===== config.mk =====
export PLATFORM = sky130hd
export DESIGN_NAME = bitwise_logic_unit
export DESIGN_NICKNAME = d
export VERILOG_FILES = /design/src/rtl/bitwise_logic_unit_pkg.sv /design/src/rtl/bitwise_logic_unit_slice.sv /design/src/rtl/bitwise_logic_unit.sv
export SDC_FILE = /design/constraint.sdc
export NUM_CORES = 1
export LEC_CHECK = 0
export BUFFER_PORTS_ARGS = -buffer_cell sky130_fd_sc_hd__buf_2
export CAP_MARGIN = 25
export CORE_MARGIN = 8
export CORE_UTILIZATION = 55
export DETAILED_ROUTE_END_ITERATION = 10
export HOLD_SLACK_MARGIN = 0.02
export PLACE_DENSITY = 0.86
export SYNTH_ARGS = -nofsm -noshare
export SYNTH_HDL_FRONTEND = slang
export SYNTH_HIERARCHICAL = 1
export SYNTH_SLANG_ARGS = --single-unit

===== constraint.sdc =====
create_clock -name clk -period 5 [get_ports clk]
set_input_delay 0.5 -clock clk [delete_from_list [all_inputs] [get_ports clk]]
set_output_delay 0.5 -clock clk [all_outputs]
set_load 0.005 [all_outputs]

===== src/rtl/bitwise_logic_unit_pkg.sv =====
// Shared definitions for the bitwise logic unit: operation encodings and
// the controller state enumeration.
package logic_unit_pkg;

    // Operation select encodings carried on the op port.
    localparam logic [1:0] OP_AND = 2'b00;
    localparam logic [1:0] OP_OR  = 2'b01;
    localparam logic [1:0] OP_XOR = 2'b10;
    localparam logic [1:0] OP_NOR = 2'b11;

    // Controller states.
    typedef enum logic [1:0] {
        ST_IDLE = 2'b00,
        ST_RUN  = 2'b01,
        ST_DONE = 2'b10
    } state_t;

endpackage


===== src/rtl/bitwise_logic_unit_slice.sv =====
// One SLICE-bit wide bitwise operator. The top shares a single instance
// across all slices, steering operand bits in through index muxes.
module logic_slice #(
    parameter int SLICE = 8
) (
    input  logic [SLICE-1:0] a,
    input  logic [SLICE-1:0] b,
    input  logic [1:0]       op,
    output logic [SLICE-1:0] y
);
    import logic_unit_pkg::*;

    // Select the requested bitwise function for this slice.
    always_comb begin
        y = '0;
        case (op)
            OP_AND:  y = a & b;
            OP_OR:   y = a | b;
            OP_XOR:  y = a ^ b;
            OP_NOR:  y = ~(a | b);
            default: y = '0;
        endcase
    end

endmodule


===== src/rtl/bitwise_logic_unit.sv =====
// Multi-cycle bitwise unit (AND/OR/XOR/NOR). Operands are captured on
// start and processed SLICE bits per cycle over WIDTH/SLICE cycles; a
// one-cycle done pulse marks result and zero as valid.
module bitwise_logic_unit #(
    parameter int WIDTH = 32,
    parameter int SLICE = 8
) (
    input  logic             clk,
    input  logic             reset,
    input  logic             start,
    input  logic [1:0]       op,
    input  logic [WIDTH-1:0] value1,
    input  logic [WIDTH-1:0] value2,
    output logic             ready,
    output logic             busy,
    output logic             done,
    output logic [WIDTH-1:0] result,
    output logic             zero
);
    import logic_unit_pkg::*;

    localparam int NSLICE = WIDTH / SLICE;
    localparam int IDXW   = (NSLICE > 1) ? $clog2(NSLICE) : 1;
    localparam logic [IDXW-1:0] IDX_LAST = IDXW'(NSLICE - 1);

    state_t            state_r;
    logic [IDXW-1:0]   idx_r;
    logic [1:0]        op_r;
    logic [WIDTH-1:0]  a_r;
    logic [WIDTH-1:0]  b_r;
    logic [WIDTH-1:0]  result_r;
    logic              zero_r;
    logic              ready_r;
    logic              busy_r;
    logic              done_r;

    logic [31:0]       shamt_s;
    logic [SLICE-1:0]  a_slice_s;
    logic [SLICE-1:0]  b_slice_s;
    logic [SLICE-1:0]  y_s;
    logic [WIDTH-1:0]  result_next_s;
    logic              last_s;

    // Steer the currently indexed slice of each captured operand to the operator.
    always_comb begin
        shamt_s   = 32'(idx_r) * 32'(SLICE);
        a_slice_s = SLICE'(a_r >> shamt_s);
        b_slice_s = SLICE'(b_r >> shamt_s);
        last_s    = (idx_r == IDX_LAST);
    end

    logic_slice #(
        .SLICE (SLICE)
    ) u_slice (
        .a  (a_slice_s),
        .b  (b_slice_s),
        .op (op_r),
        .y  (y_s)
    );

    // Merge the freshly computed slice into the result at the current index.
    always_comb begin
        result_next_s = result_r;
        for (int i = 0; i < NSLICE; i++) begin
            if (idx_r == IDXW'(i)) begin
                result_next_s[i*SLICE +: SLICE] = y_s;
            end else begin
                result_next_s[i*SLICE +: SLICE] = result_r[i*SLICE +: SLICE];
            end
        end
    end

    // Controller: state, slice index, operand capture, result/zero and status flags.
    always_ff @(posedge clk) begin
        if (reset) begin
            state_r  <= ST_IDLE;
            idx_r    <= '0;
            op_r     <= OP_AND;
            a_r      <= '0;
            b_r      <= '0;
            result_r <= '0;
            zero_r   <= 1'b0;
            ready_r  <= 1'b1;
            busy_r   <= 1'b0;
            done_r   <= 1'b0;
        end else begin
            case (state_r)
                ST_IDLE, ST_DONE: begin
                    done_r <= 1'b0;
                    if (start) begin
                        op_r     <= op;
                        a_r      <= value1;
                        b_r      <= value2;
                        result_r <= '0;
                        idx_r    <= '0;
                        state_r  <= ST_RUN;
                        ready_r  <= 1'b0;
                        busy_r   <= 1'b1;
                    end else begin
                        state_r  <= ST_IDLE;
                        ready_r  <= 1'b1;
                        busy_r   <= 1'b0;
                    end
                end
                ST_RUN: begin
                    result_r <= result_next_s;
                    if (last_s) begin
                        zero_r  <= (result_next_s == '0);
                        state_r <= ST_DONE;
                        done_r  <= 1'b1;
                        ready_r <= 1'b1;
                        busy_r  <= 1'b0;
                    end else begin
                        idx_r   <= idx_r + 1'b1;
                        state_r <= ST_RUN;
                        done_r  <= 1'b0;
                        ready_r <= 1'b0;
                        busy_r  <= 1'b1;
                    end
                end
                default: begin
                    state_r <= ST_IDLE;
                    idx_r   <= '0;
                    done_r  <= 1'b0;
                    ready_r <= 1'b1;
                    busy_r  <= 1'b0;
                end
            endcase
        end
    end

    assign ready  = ready_r;
    assign busy   = busy_r;
    assign done   = done_r;
    assign result = result_r;
    assign zero   = zero_r;

endmodule


== Yosys cells after proc, flatten, opt, wreduce, memory -nomap -nowiden ==
Index checks and enable logic that the tools add are counted.
Cells by class
  add/subtract/negate cells: 1
  mux-type cells: 19
  eq/ne operators: 10
  reductions and logical operators: 11
  shifts and indexed selects: 2
  bitwise operators: 5
Operator list (count)
  one-hot mux 32 bit (2 select lines): 1
  >> shifter 32 x 5 -> 8 bit: 2
  logical NOT 32 bit: 1
  2-to-1 mux 32 bit: 1
  2-to-1 mux 8 bit: 4
  one-hot mux 8 bit (4 select lines): 1
  equality test 2 bit, second input constant: 5
  bitwise AND 8 bit: 1
  inverter 8 bit: 1
  OR 8 bit: 1
  one-hot mux 2 bit (2 select lines): 2
  AND reduction 2 bit: 4
  bitwise XOR 8 bit: 1
  equality test 2 x 1 -> 1 bit, second input constant: 3
  logical NOT 2 bit: 3
  2-to-1 mux 2 bit: 3
  2-to-1 mux 1 bit: 5
  inequality test 2 bit, second input constant: 2
  one-hot mux 1 bit (2 select lines): 2
  OR reduction 2 bit: 2
  adder 2 x 1 -> 2 bit, second input constant: 1
  nonzero test 2 bit: 1
  inverter 1 bit: 1
Word-level totals
  input port bits: 69
  output and inout port bits: 36
  bits in registers: 106
  logic and storage cells: 58

== Longest topological paths before layout ==
Gate-level depths: netlist of the first run.
  word-level depth: 6
  gate-level depth with buffers: 12
  mapped depth without buffers: 9

== By module ==
The synthesis of the first run kept the hierarchy.
By module, submodules not included
  bitwise_logic_unit: area each 4247.8 um^2, instances 1, cells an instance 477, seq. area each 2102.0 um^2
  logic_slice: area each 526.8 um^2, instances 1, cells an instance 59, seq. area each 0.0 um^2

== Least setup slack after synthesis of the first run ==
No wires, ideal clock.
  path type: register to register
  from: register idx_r[0]
  to: register zero_r (netlist: zero)
  slack: 1.877 ns
  arrival: 3.039 ns
  cell stages (with the launch flop): 12
  required time: 4.916 ns
  library setup time: 0.084 ns
  clock period less this slack: 3.123 ns
  path buffers: 2
  path through: dfxtp_1 > buf_2 > buf_2 > mux4_2 > inv_1 > ha_1 > mux2i_1 > mux2i_1 > or4_4 > nor4b_2 > o211ai_1 > o31ai_2
Between the ends
  word-level cells in the longest chain between the ends: 6
  elaborated cells between the ends (all ways): 17
  those cells by class: 3 x eq/ne; 2 x shift; 5 x mux; 4 x bitwise; 3 x reduce/logical
RTL lines
  start: declaration: RTL line bitwise_logic_unit.sv:27  | logic [IDXW-1:0] idx_r;
  start signal: assignment: RTL line bitwise_logic_unit.sv:114  | idx_r <= idx_r + 1'b1;
  >> shifter 32 x 5 -> 8 bit *: RTL line bitwise_logic_unit.sv:48  | b_slice_s = SLICE'(b_r >> shamt_s);
  named net b_slice_s[7]: RTL line bitwise_logic_unit.sv:39  | logic [SLICE-1:0] b_slice_s;
  OR 8 bit: RTL line bitwise_logic_unit_slice.sv:18, bitwise_logic_unit_slice.sv:20
  inverter 8 bit: RTL line bitwise_logic_unit_slice.sv:20  | OP_NOR: y = ~(a | b);
  one-hot mux 8 bit (4 select lines) *: RTL line bitwise_logic_unit_slice.sv:16  | case (op)
  named net y_s[7]: RTL line bitwise_logic_unit.sv:40  | logic [SLICE-1:0] y_s;
  2-to-1 mux 8 bit: RTL line bitwise_logic_unit.sv:65  | if (idx_r == IDXW'(i)) begin
  logical NOT 32 bit *: RTL line bitwise_logic_unit.sv:108  | zero_r <= (result_next_s == '0);
  end signal: assignment: RTL line bitwise_logic_unit.sv:108
  end: declaration: RTL line bitwise_logic_unit.sv:32  | logic zero_r;
Mark *: on every way through the listed nets, which the timed path passes. The rest lies on a longest branch.
A chain may end at the register's enable or synchronous reset.

== Worst setup path in the final report of the first run ==
  from: register idx_r[0]
  to: register zero_r (netlist: zero)
Between the ends
  word-level cells in the longest chain between the ends: 6
  elaborated cells between the ends (all ways): 17
  those cells by class: 3 x eq/ne; 2 x shift; 5 x mux; 4 x bitwise; 3 x reduce/logical
RTL lines
  >> shifter 32 x 5 -> 8 bit *: RTL line bitwise_logic_unit.sv:47  | a_slice_s = SLICE'(a_r >> shamt_s);
  named net a_slice_s[6]: RTL line bitwise_logic_unit.sv:38  | logic [SLICE-1:0] a_slice_s;
  OR 8 bit: RTL line bitwise_logic_unit_slice.sv:18, bitwise_logic_unit_slice.sv:20
  inverter 8 bit: RTL line bitwise_logic_unit_slice.sv:20
  one-hot mux 8 bit (4 select lines) *: RTL line bitwise_logic_unit_slice.sv:16
  named net y_s[6]: RTL line bitwise_logic_unit.sv:40
  2-to-1 mux 8 bit: RTL line bitwise_logic_unit.sv:65
  logical NOT 32 bit *: RTL line bitwise_logic_unit.sv:108
Marks and branches as above.

==> impl_results.rst, run 1 <==
.. list-table::
   :header-rows: 1

   * - Metric
     - Value
   * - Status
     - complete, no violations
   * - Area growth syn-to-layout
     - 14.9%
   * - Final routed wirelength across all metal layers
     - 12000 µm
   * - Initial antenna violation count
     - 0
   * - R2r setup slk
     - around 1.5 ns
   * - Fraction of power consumed by the clock network
     - 29.6%
   * - Switch share
     - 29.1%
   * - Final Setup Violations
     - 0
   * - Endpoint class of the critical path
     - flip-flop
   * - Overall overflow remaining after global route
     - 0
   * - IO Pins
     - 105
   * - Cell chain of the critical path
     - buf_8 -> mux4_2 -> inv_1 -> ha_1 -> mux2i_1 -> mux2i_1 -> or4_4 -> nor4b_2 -> o211ai_1 -> o31ai_2
   * - # port buffers
     - ~100
   * - Die boundary width
     - 109 µm
   * - Global-route wire length before repair
     - 18900 µm
   * - Net switching power of the design
     - ~0.48 mW
   * - Final ANT Viol Nets
     - 0
   * - Starting density of the core
     - a little under three fifths
   * - Dominant cell type by area after synthesis
     - sky130_fd_sc_hd__dfxtp_1
   * - Highest achievable clock rate
     - 287 MHz
   * - Worst EP required
     - about 5.3 ns
   * - R2R Path Start
     - idx_r[0]
   * - Pins Over Slew Limit
     - 0
   * - Clk_lat worst skew
     - 0.37 ns
   * - Maximum level of the CTS H-tree
     - 3
   * - Placed standard-cell area
     - 5310 µm²
   * - Number of global-route vias before repair
     - 3992
   * - Max rail drop VDD
     - 175 µV
   * - Number of max-capacitance violations reported
     - 0
   * - Static leakage
     - 2.31 nW
   * - Yosys reg bits
     - approximately 110
   * - Crit start category
     - flip-flop
   * - Worst Hold Path EP
     - a_r[29]
   * - Tightest Hold Check Type
     - primary input to flip-flop
   * - Syn nets
     - 625
   * - Top area cells in the synthesized netlist
     - sky130_fd_sc_hd__dfxtp_1 44%, sky130_fd_sc_hd__nand2_1 11%, sky130_fd_sc_hd__mux4_2 7.5%
   * - # hold bufs at CTS
     - 0
   * - Number of cells produced by synthesis
     - 536
   * - Number of gates resized after cts
     - 0
   * - Inserted Clock Buffers
     - 9
   * - Unrepaired setup endpoints after global routing
     - no
   * - Area of all placed cells without fillers
     - 5480 µm²
   * - Power Dens Cells
     - 300 nW/µm²
   * - R2R Path End
     - zero
   * - Sequential-to-total area share from yosys stat
     - 44.0%
   * - Cell type with the highest occurrence count on the critical path
     - sky130_fd_sc_hd__mux2i_1
   * - Highest cell delay on the worst timing path
     - 0.78 ns
   * - Netlist area before placement
     - 4770 µm²
   * - Placeable core region
     - 8550 µm²
   * - Vias
     - 4212
   * - Mean cell area of the mapped netlist
     - 8.91 µm²
   * - Share of the synthesized area in the top cell type
     - around 44%
   * - Total Power Consumption
     - 1.65 mW
   * - Pre-antenna DRT Iters
     - 5
   * - Launch point of the worst hold path
     - value1[29]
   * - Final Hold Vio Count
     - 0
   * - Hold_ws
     - about 0.35 ns
   * - Detail-routed net length per standard cell
     - around 17 µm
   * - Count of unique library cells instantiated by Yosys
     - 38
   * - Final critical-path required period
     - around 3.5 ns
   * - Relative contribution of combinational cells to total power
     - ~16%
   * - Clk buf depth
     - 2
   * - Number of DRC markers in iteration 0
     - 305
   * - Area of the die
     - 11900 µm²
   * - Overall fraction of global-route tracks in use
     - 19.9%
   * - # clock sinks
     - 105
   * - Critical Path Fanout Max
     - 13
   * - Clock Tree Root
     - sky130_fd_sc_hd__clkbuf_8
   * - Tcrit/Tclk final
     - a little over two thirds
   * - Type of the worst setup path
     - flip-flop to flip-flop
   * - Clk pin slew, worst setup/hold paths
     - about 0.11 ns
   * - Headroom to the max-slew limit
     - 32.4%
   * - # nets final
     - 704
   * - Share of cells above drive strength 1
     - roughly a quarter
   * - Number of cells on the worst reg-to-reg path
     - 10
   * - Slowest cell on the critical path
     - sky130_fd_sc_hd__dfxtp_1
   * - Post-CTS setup buffers
     - 0
   * - Die Span Y
     - 109 µm
   * - Via density per instance
     - just under 6
   * - Final worst clock skew
     - 0.0107 ns
   * - Yosys synthesis warning count
     - 6
   * - Share of power burned in registers
     - 54.8%
   * - HPWL after detailed placement
     - 8720 µm
   * - Critical Path AT
     - 3.78 ns
   * - Slew of the pin with the lowest slew margin
     - 0.986 ns
   * - Sequential Area
     - 2100 µm²
   * - Area used by multi-input combinational logic
     - between 2000 and 2500 µm²
   * - Filler cell count in the final layout
     - 730
   * - Int Pwr
     - 1.17 mW
   * - Routability Congestion
     - 0.862
   * - # DRC
     - 0
   * - CTS tree
     - yes
   * - Cell count of the worst hold path
     - 3
   * - Pin count of the biggest net entering global routing
     - 68
   * - Setup TNS
     - 0 ns
   * - Placement row count
     - 34
   * - Number of antenna cells inserted
     - 0
critical path, delay by kind of cell, from the launching register on:
family / cells / cell delay (ns)
simple gates: 2 / 0.84
compound gates: 2 / 0.31
buf+inv: 2 / 0.31
flops: 1 / 0.78
fa+ha+maj: 1 / 0.24
mux: 3 / 0.94
layer usage:
layer  wire (µm)  vias to the layer above  track usage, %
met5           0                        -               0
met4         269                        0            7.71
met3         957                       23            4.43
met2        5700                      197            32.0
met1        5110                     1988            25.5
li1            -                     2004               -
per-stage QoR:
step	utilization, %	cells	setup slack, ns
3_3_place_gp	61.9	711	1.47
6_report	64.1	728	1.52
5_1_grt	64.1	728	1.28
3_5_place_dp	62.1	712	1.52
2_1_floorplan	-	536	1.88
4_1_cts	64.1	728	1.48
logic make-up (layout without fill, tap and decap cells):
kind of cell	Yosys count	count (layout)	share of synthesized area, %
muxes	38	38	12.2
AOI/OAI and AO/OA	109	109	14.5
xor gates and xnor gates	8	8	1.47
adders and majority gates	20	20	5.24
buffers and inverters	63	147	5.69
DFF	105	105	44.0
and+or+nand+nor	193	193	17.0
layout make-up:
class / instances / area share [%]
multi-input cells: 368 / 44.0
flip-flops and latches: 105 / 38.3
repair buffers: 111 / 10.6
well taps: 108 / 2.46
clock buffers: 10 / 2.33
inverters: 20 / 1.37
clock inverters: 6 / 0.913
power groups by stage:
stage / clock network [mW] / logic, mW / registers [mW]
2_1_floorplan: 0 / 0.191 / 0.905
3_5_place_dp: 0 / 0.253 / 0.922
6_report: 0.488 / 0.256 / 0.903
3_3_place_gp: 0 / 0.236 / 0.922
5_1_grt: 0.522 / 0.282 / 0.908
4_1_cts: 0.492 / 0.254 / 0.903
how the worst max path moves through the flow:
stage	from	end	slack (ns)	depth (start not counted)
floorplan	idx_r[0]	zero	1.88	11
global placement	idx_r[0]	zero	1.47	9
detailed placement	idx_r[0]	zero	1.52	10
CTS	idx_r[0]	zero	1.48	10
global route	idx_r[0]	zero	1.28	10
finish	idx_r[0]	zero	1.52	10
cells in the mapped netlist, drive strengths merged:
| master | count |
|---|---|
| nand2 | 134 |
| ha | 20 |
| o21ai | 3 |
| nor2 | 36 |
| clkbuf | 31 |
| nor2b | 3 |
| a21oi | 66 |
| a21o | 2 |
| a22oi | 2 |
| or3 | 2 |
| o211ai | 1 |
| o22ai | 1 |
| inv | 20 |
| a32oi | 32 |
| o31ai | 1 |
| nand4 | 1 |
| buf | 12 |
| or3b | 1 |
| nand3b | 2 |
| nor4 | 5 |
| mux4 | 16 |
| nor3 | 2 |
| dfxtp | 105 |
| xor2 | 8 |
| nand2b | 2 |
| or4 | 4 |
| a221oi | 1 |
| mux2i | 22 |
| nor4b | 1 |
flip-flops by register name, indices dropped and copies added, names as in the netlist:
register / flops
idx_r: 2
a_r: 32
op_r: 2
b_r: 32
zero: 1
state_r: 2
result: 32
ready: 1
done: 1
layout by cell type (no fill, tap or decap), types with 3 or more instances in the layout:
cell type                  instances
sky130_fd_sc_hd__mux2i_1          22
sky130_fd_sc_hd__buf_4             6
sky130_fd_sc_hd__a21oi_1          66
sky130_fd_sc_hd__nor4_1            5
sky130_fd_sc_hd__nor2_1           36
sky130_fd_sc_hd__ha_1             20
sky130_fd_sc_hd__clkbuf_8          9
sky130_fd_sc_hd__inv_1            19
sky130_fd_sc_hd__a32oi_1          32
sky130_fd_sc_hd__or4_1             3
sky130_fd_sc_hd__dfxtp_1         105
sky130_fd_sc_hd__mux4_2           16
sky130_fd_sc_hd__nand2_1         134
sky130_fd_sc_hd__xor2_1            8
sky130_fd_sc_hd__buf_2           104
No activity file was read; power rests on OpenSTA's default activity.
==> run 2: changes to the inputs <==
--- a/config.mk
+++ b/config.mk
@@ -8,10 +8,10 @@
 export BUFFER_PORTS_ARGS = -buffer_cell sky130_fd_sc_hd__buf_2
 export CAP_MARGIN = 25
 export CORE_MARGIN = 8
-export CORE_UTILIZATION = 55
+export CORE_UTILIZATION = 49
 export DETAILED_ROUTE_END_ITERATION = 10
 export HOLD_SLACK_MARGIN = 0.02
-export PLACE_DENSITY = 0.86
+export PLACE_DENSITY = 0.81
 export SYNTH_ARGS = -nofsm -noshare
 export SYNTH_HDL_FRONTEND = slang
 export SYNTH_HIERARCHICAL = 1
==> constraint.sdc (replaced) <==
create_clock -name clk -period 3.15 [get_ports clk]
set_input_delay 0.315 -clock clk [delete_from_list [all_inputs] [get_ports clk]]
set_output_delay 0.315 -clock clk [all_outputs]
set_load 0.005 [all_outputs]
==> impl_results.rst, run 2 (same netlist as run 1, synthesis figures left out) <==
.. list-table::
   :header-rows: 1

   * - Metric
     - Value
   * - Critical Path AT
     - 3.25 ns (-0.53 ns)
   * - Via density per instance
     - 5.51 (-4.7%)
   * - Number of buffers and inverters on the critical path
     - 2 (unchanged)
   * - HPWL after detailed placement
     - 8940 µm (+2.5%)
   * - Slowest cell on the critical path
     - sky130_fd_sc_hd__mux4_2
   * - R2R Path End
     - zero
   * - Number of cells on the worst reg-to-reg path
     - 10 (unchanged)
   * - Endpoint class of the critical path
     - flip-flop
   * - Vias
     - 4200 (-0.28%)
   * - Critical Path Fanout Max
     - 17 (+4)
   * - # port buffers
     - 104 (unchanged)
   * - Static leakage
     - 2.38 nW (+3.3%)
   * - R2R Path Start
     - idx_r[0]
   * - Maximum level of the CTS H-tree
     - 3 (unchanged)
   * - Setup TNS
     - 0 ns (unchanged)
   * - Placed standard-cell area
     - 5410 µm² (+2.0%)
   * - # DRC
     - 0 (unchanged)
   * - Worst Hold Path EP
     - a_r[18]
   * - Final worst clock skew
     - 0.0104 ns (-0.000296 ns)
   * - Area growth syn-to-layout
     - 17.8%
   * - Inserted Clock Buffers
     - 9 (unchanged)
   * - Power Dens Cells
     - 485 nW/µm² (+61%)
   * - Headroom to the max-slew limit
     - 40.8% (+8.4 points)
   * - Overall overflow remaining after global route
     - 0 (unchanged)
   * - Pins Over Slew Limit
     - 0 (unchanged)
   * - Tcrit/Tclk final
     - 94.0% (+24 points)
   * - Number of global-route vias before repair
     - 4134 (+3.6%)
   * - Pin count of the biggest net entering global routing
     - 68 (unchanged)
   * - Placement row count
     - 36 (+5.9%)
   * - Starting density of the core
     - 49.8% (-6.1 points)
   * - Number of max-capacitance violations reported
     - 0 (unchanged)
   * - Cell type with the highest occurrence count on the critical path
     - sky130_fd_sc_hd__mux2i_1
   * - Largest delay share family, worst path
     - multiplexers
   * - Global-route wire length before repair
     - 19800 µm (+4.9%)
   * - Highest achievable clock rate
     - 338 MHz (+18%)
   * - # clock sinks
     - 105 (unchanged)
   * - Final cell count without fillers
     - 762 (+4.7%)
   * - Cell chain of the critical path
     - buf_12 -> mux4_2 -> inv_1 -> ha_1 -> mux2i_1 -> mux2i_1 -> or3_4 -> a221oi_2 -> nand4_1 -> o31ai_2
   * - # nets final
     - 713 (+1.3%)
   * - Overall fraction of global-route tracks in use
     - 18.9% (-1.0 points)
   * - Filler cell count in the final layout
     - 817 (+12%)
   * - Status
     - complete, no violations
   * - Unrepaired setup endpoints after global routing
     - no
   * - Cell count of the worst hold path
     - 3 (unchanged)
   * - Placeable core region
     - 9590 µm² (+12%)
   * - Pre-antenna DRT Iters
     - 4 (-1)
   * - Slew of the pin with the lowest slew margin
     - 0.885 ns (-0.102 ns)
   * - Clk buf depth
     - 2 (unchanged)
   * - CTS tree
     - yes
   * - Share of cells above drive strength 1
     - 25.8% (+1.4 points)
   * - Number of DRC markers in iteration 0
     - 290 (-4.9%)
   * - IO Pins
     - 105 (unchanged)
   * - Crit start category
     - flip-flop
   * - Number of antenna cells inserted
     - 0 (unchanged)
   * - Max rail drop VDD
     - 239 µV (+37%)
   * - Most common cell after layout, fill and taps aside
     - sky130_fd_sc_hd__nand2_1
   * - Area of all placed cells without fillers
     - 5630 µm² (+2.6%)
   * - Die boundary width
     - 115 µm (+5.1%)
   * - R2r setup slk
     - 0.19 ns (-1.33 ns)
   * - Clock Tree Root
     - sky130_fd_sc_hd__clkbuf_8
   * - Clk_lat worst skew
     - 0.37 ns (about the same)
   * - Clk pin slew, worst setup/hold paths
     - 0.10 ns (about the same)
   * - Leading cell types in the layout, fill and taps excluded
     - 134 x sky130_fd_sc_hd__nand2_1, 105 x sky130_fd_sc_hd__dfxtp_1, 104 x sky130_fd_sc_hd__buf_2, 66 x sky130_fd_sc_hd__a21oi_1, 36 x sky130_fd_sc_hd__nor2_1
   * - Placed insts
     - 746 (+4.8%)
   * - Worst EP required
     - 3.44 ns (-1.85 ns)
   * - Detail-routed net length per standard cell
     - 16.1 µm (-2.5%)
   * - Routability Congestion
     - 0.824 (-4.4%)
   * - Final routed wirelength across all metal layers
     - 12300 µm (+2.1%)
   * - Type of the worst setup path
     - flip-flop to flip-flop
   * - Final Hold Vio Count
     - 0 (unchanged)
   * - Final critical-path required period
     - 2.96 ns (-0.520 ns)
   * - Final ANT Viol Nets
     - 0 (unchanged)
   * - Highest cell delay on the worst timing path
     - 0.55 ns (-0.23 ns)
   * - Die Span Y
     - 115 µm (+5.1%)
   * - Final Setup Violations
     - 0 (unchanged)
   * - Initial antenna violation count
     - 0 (unchanged)
   * - Area of the die
     - 13200 µm² (+10%)
   * - Tightest Hold Check Type
     - primary input to flip-flop
   * - Launch point of the worst hold path
     - value1[18]
[run 2: how the worst max path moves through the flow]
stage	startpoint	to	slack (ns)	cells past startpoint
global placement	idx_r[0]	zero	0.31	10
finish	idx_r[0]	zero	0.19	10
floorplan	idx_r[0]	zero	0.03	11
CTS	idx_r[0]	zero	0.14	10
detailed placement	idx_r[0]	zero	0.18	10
global route	idx_r[0]	zero	0.005	10
[run 2: worst reg2reg max path, stage by stage (launching register included)]
cell and delay, ns:
sky130_fd_sc_hd__dfxtp_1 0.45, sky130_fd_sc_hd__buf_12 0.22, sky130_fd_sc_hd__mux4_2 0.57, sky130_fd_sc_hd__inv_1 0.08, sky130_fd_sc_hd__ha_1 0.23, sky130_fd_sc_hd__mux2i_1 0.17
sky130_fd_sc_hd__mux2i_1 0.12, sky130_fd_sc_hd__or3_4 0.43, sky130_fd_sc_hd__a221oi_2 0.22, sky130_fd_sc_hd__nand4_1 0.17, sky130_fd_sc_hd__o31ai_2 0.25
[run 2: layer usage]
metal | up-vias | wire, µm | GRT usage (%)
met3 | 12 | 716 | 4.96
met5 | - | 0 | 0
met2 | 150 | 6080 | 32.1
li1 | 2024 | - | -
met4 | 0 | 107 | 6.04
met1 | 2014 | 5380 | 22.8
[run 2: area by class of cell]
| class | instances | area [µm²] | area share, % |
|---|---|---|---|
| repair buffers | 120 | 653 | 11.6 |
| well taps | 133 | 166 | 2.96 |
| clock buffers | 10 | 138 | 2.45 |
| inverters | 20 | 75.1 | 1.33 |
| multi-input cells | 368 | 2420 | 43.0 |
| flip-flops and latches | 105 | 2100 | 37.4 |
| clock inverters | 6 | 72.6 | 1.29 |
[run 2: power breakdown]
part	internal, mW	switching [mW]	leakage, nW
clock	0.399	0.471	0.109
combinational	0.185	0.248	1.42
sequential	1.38	0.0404	0.857
total	1.97	0.759	2.38
[run 2: through the flow]
step / worst slack (ns) / power, mW / utilization, % / hold WS [ns]
finish: 0.187 / 2.73 / 58.6 / 0.169
detailed placement: 0.178 / 1.88 / 56.4 / 0.447
global placement: 0.312 / 1.86 / 56.4 / 0.439
global route: 0.00539 / 2.84 / 58.6 / 0.159
floorplan: 0.0265 / 1.74 / - / 0.433
CTS: 0.144 / 2.73 / 58.6 / 0.163
[run 2: what timing repair did]
item	4_1_cts	5_1_grt
hold buffers	0	0
setup endpoints to repair	0	1
setup buffers	0	0
gates resized for setup	0	1
==> run 3: changes to the inputs <==
--- a/config.mk
+++ b/config.mk
@@ -12,6 +12,7 @@
 export DETAILED_ROUTE_END_ITERATION = 10
 export HOLD_SLACK_MARGIN = 0.02
 export PLACE_DENSITY = 0.81
+export RECOVER_POWER = 100
 export SYNTH_ARGS = -nofsm -noshare
 export SYNTH_HDL_FRONTEND = slang
 export SYNTH_HIERARCHICAL = 1
==> impl_results.rst, run 3 (same netlist as run 1, synthesis figures left out) <==
.. list-table::
   :header-rows: 1

   * - Metric
     - Value
   * - Tcrit/Tclk final
     - 93.8% (-0.20 points)
   * - Unrepaired setup endpoints after global routing
     - no
   * - Via density per instance
     - 5.56 (+0.88%)
   * - Status
     - complete, no violations
   * - Met2 GRT Util
     - 32.1% (unchanged)
   * - IO Pins
     - 105 (unchanged)
   * - Placement row count
     - 36 (unchanged)
   * - Die boundary width
     - 115 µm (unchanged)
   * - Tightest Hold Check Type
     - primary input to flip-flop
   * - Area used by multi-input combinational logic
     - 2420 µm² (unchanged)
   * - Inserted Clock Buffers
     - 9 (unchanged)
   * - Met1 global-route usage
     - 22.8% (unchanged)
   * - Number of antenna cells inserted
     - 0 (unchanged)
   * - Clk buf depth
     - 2 (unchanged)
   * - Share of the core filled with cells
     - 58.1% (-0.52 points)
   * - Switch share
     - 27.9% (+0.047 points)
   * - Final cell count without fillers
     - 762 (unchanged)
   * - Post-CTS setup buffers
     - 0 (unchanged)
   * - Number of global-route vias before repair
     - 4134 (unchanged)
   * - Detail-routed net length per standard cell
     - 16.2 µm (+0.33%)
   * - # nets final
     - 713 (unchanged)
   * - Final Setup Violations
     - 0 (unchanged)
   * - Overall overflow remaining after global route
     - 0 (unchanged)
   * - Slew of the pin with the lowest slew margin
     - 1.24 ns (+0.359 ns)
   * - Final ANT Viol Nets
     - 0 (unchanged)
   * - Int Pwr
     - 1.96 mW (-0.30%)
   * - HPWL after detailed placement
     - 8940 µm (unchanged)
   * - Number of max-capacitance violations reported
     - 0 (unchanged)
   * - Global-route wire length before repair
     - 19800 µm (unchanged)
   * - Clock Tree Root
     - sky130_fd_sc_hd__clkbuf_8
   * - Area growth syn-to-layout
     - 16.8%
   * - GRT busiest layer
     - met2
   * - Final critical-path required period
     - 2.96 ns (-0.00629 ns)
   * - Max rail drop VDD
     - 238 µV (-0.44%)
   * - Pins Over Slew Limit
     - 0 (unchanged)
   * - Pin count of the biggest net entering global routing
     - 68 (unchanged)
   * - Endpoint class of the critical path
     - flip-flop
   * - Type of the worst setup path
     - flip-flop to flip-flop
   * - Most common cell after layout, fill and taps aside
     - sky130_fd_sc_hd__nand2_1
   * - # DRC
     - 0 (unchanged)
   * - Number of DRC markers in iteration 0
     - 281 (-3.1%)
   * - Share of cells above drive strength 1
     - 21.1% (-4.6 points)
   * - Setup TNS
     - 0 ns (unchanged)
   * - # clock sinks
     - 105 (unchanged)
   * - Headroom to the max-slew limit
     - 17.1% (-24 points)
   * - Capture point of the critical path
     - zero
   * - Number of gates resized after cts
     - 0 (unchanged)
   * - R2R Path End
     - zero
   * - Sequential Area
     - 2100 µm² (unchanged)
   * - Static leakage
     - 2.26 nW (-5.2%)
   * - Final routed wirelength across all metal layers
     - 12300 µm (+0.33%)
   * - Crit start category
     - flip-flop
   * - Number of cells on the worst reg-to-reg path
     - 10 (unchanged)
   * - R2R Path Start
     - idx_r[0]
   * - Leading cell types in the layout, fill and taps excluded
     - 134 x sky130_fd_sc_hd__nand2_1, 105 x sky130_fd_sc_hd__dfxtp_1, 81 x sky130_fd_sc_hd__buf_2, 66 x sky130_fd_sc_hd__a21oi_1, 36 x sky130_fd_sc_hd__nor2_1
   * - R2r setup slk
     - 0.19 ns (about the same)
   * - Clk pin slew, worst setup/hold paths
     - 0.10 ns (about the same)
   * - Final Hold Vio Count
     - 0 (unchanged)
   * - Total Power Consumption
     - 2.72 mW (-0.24%)
   * - Final worst clock skew
     - 0.0105 ns (+0.0000576 ns)
   * - Maximum level of the CTS H-tree
     - 3 (unchanged)
   * - Clk_lat worst skew
     - 0.37 ns (about the same)
   * - Power Dens Cells
     - 488 nW/µm² (+0.66%)
   * - Critical Path Fanout Max
     - 17 (unchanged)
   * - Initial antenna violation count
     - 0 (unchanged)
   * - Starting density of the core
     - 49.8% (unchanged)
   * - Relative contribution of combinational cells to total power
     - 15.7% (-0.2 points)
   * - Routability Congestion
     - 0.824 (unchanged)
   * - Area of the die
     - 13200 µm² (unchanged)
   * - Placed insts
     - 746 (unchanged)
   * - Critical Path AT
     - 3.25 ns (about the same)
   * - Worst EP required
     - 3.44 ns (about the same)
   * - Fraction of power consumed by the clock network
     - 31.9% (about the same)
   * - Net switching power of the design
     - 0.759 mW (about the same)
   * - Highest achievable clock rate
     - 338 MHz (+0.21%)
   * - Overall fraction of global-route tracks in use
     - 18.9% (unchanged)
   * - Met3 Usage GRT
     - 4.96% (unchanged)
   * - Filler cell count in the final layout
     - 839 (+2.7%)
   * - # port buffers
     - 104 (unchanged)
   * - # hold bufs at CTS
     - 0 (unchanged)
   * - Placeable core region
     - 9590 µm² (unchanged)
   * - Die Span Y
     - 115 µm (unchanged)
   * - Share of power burned in registers
     - 52.3% (about the same)
   * - Setup crit start
     - idx_r[0]
   * - Vias
     - 4237 (+0.88%)
   * - CTS tree
     - yes
   * - Pre-antenna DRT Iters
     - 4 (unchanged)
[run 3: cell count changes in the layout (fill, tap and decap cells not counted)]
cell                       before  now
sky130_fd_sc_hd__buf_4         15    9
sky130_fd_sc_hd__inv_2          1    0
sky130_fd_sc_hd__clkbuf_2       0    1
sky130_fd_sc_hd__clkinv_1       0    1
sky130_fd_sc_hd__clkbuf_1       0   27
sky130_fd_sc_hd__buf_2        104   81
sky130_fd_sc_hd__buf_1          0    1
[run 3: stage by stage]
stage	setup slack (ns)	hold slack (ns)	cell area [µm²]
2_1_floorplan	0.0265	0.433	4770
3_3_place_gp	0.312	0.439	5410
3_5_place_dp	0.178	0.447	5410
4_1_cts	0.144	0.163	5620
5_1_grt	0.00539	0.159	5580
6_report	0.194	0.167	5580
[run 3: final cells by class]
class	count	area share, %
multi-input cells	368	43.4
flip-flops and latches	105	37.7
repair buffers	120	10.8
well taps	133	2.98
clock buffers	10	2.47
inverters	20	1.35
clock inverters	6	1.30
[run 3: power by group through the flow]
stage,sequential (mW),combinational [mW],clock (mW)
after floorplan,1.44,0.303,0
after global placement,1.45,0.406,0
after detailed placement,1.45,0.427,0
after CTS,1.42,0.429,0.881
after global routing,1.43,0.476,0.925
final,1.42,0.428,0.869
[run 3: critical path, stage by stage, from the launching register on]
cell	delay [ns]
sky130_fd_sc_hd__dfxtp_1	0.45
sky130_fd_sc_hd__buf_12	0.22
sky130_fd_sc_hd__mux4_2	0.55
sky130_fd_sc_hd__inv_1	0.08
sky130_fd_sc_hd__ha_1	0.23
sky130_fd_sc_hd__mux2i_1	0.17
sky130_fd_sc_hd__mux2i_1	0.12
sky130_fd_sc_hd__or3_4	0.43
sky130_fd_sc_hd__a221oi_2	0.22
sky130_fd_sc_hd__nand4_1	0.17
sky130_fd_sc_hd__o31ai_2	0.24
[run 3: layer usage]
metal  wire length, µm  vias to the layer above
met5                 0                        -
met3               793                       19
met1              5260                     2037
li1                  -                     2022
met4               174                        0
met2              6100                      159
[run 3: worst min path at each step]
stage                          start       to  slack [ns]  cells after the start
after floorplan              a_r[16]  a_r[16]        0.43                      2
after global placement        b_r[3]   b_r[3]        0.44                      2
after detailed placement      b_r[8]   b_r[8]        0.45                      2
after CTS                 value1[18]  a_r[18]        0.16                      3
after global routing      value2[11]  b_r[11]        0.16                      3
final                     value1[18]  a_r[18]        0.17                      3
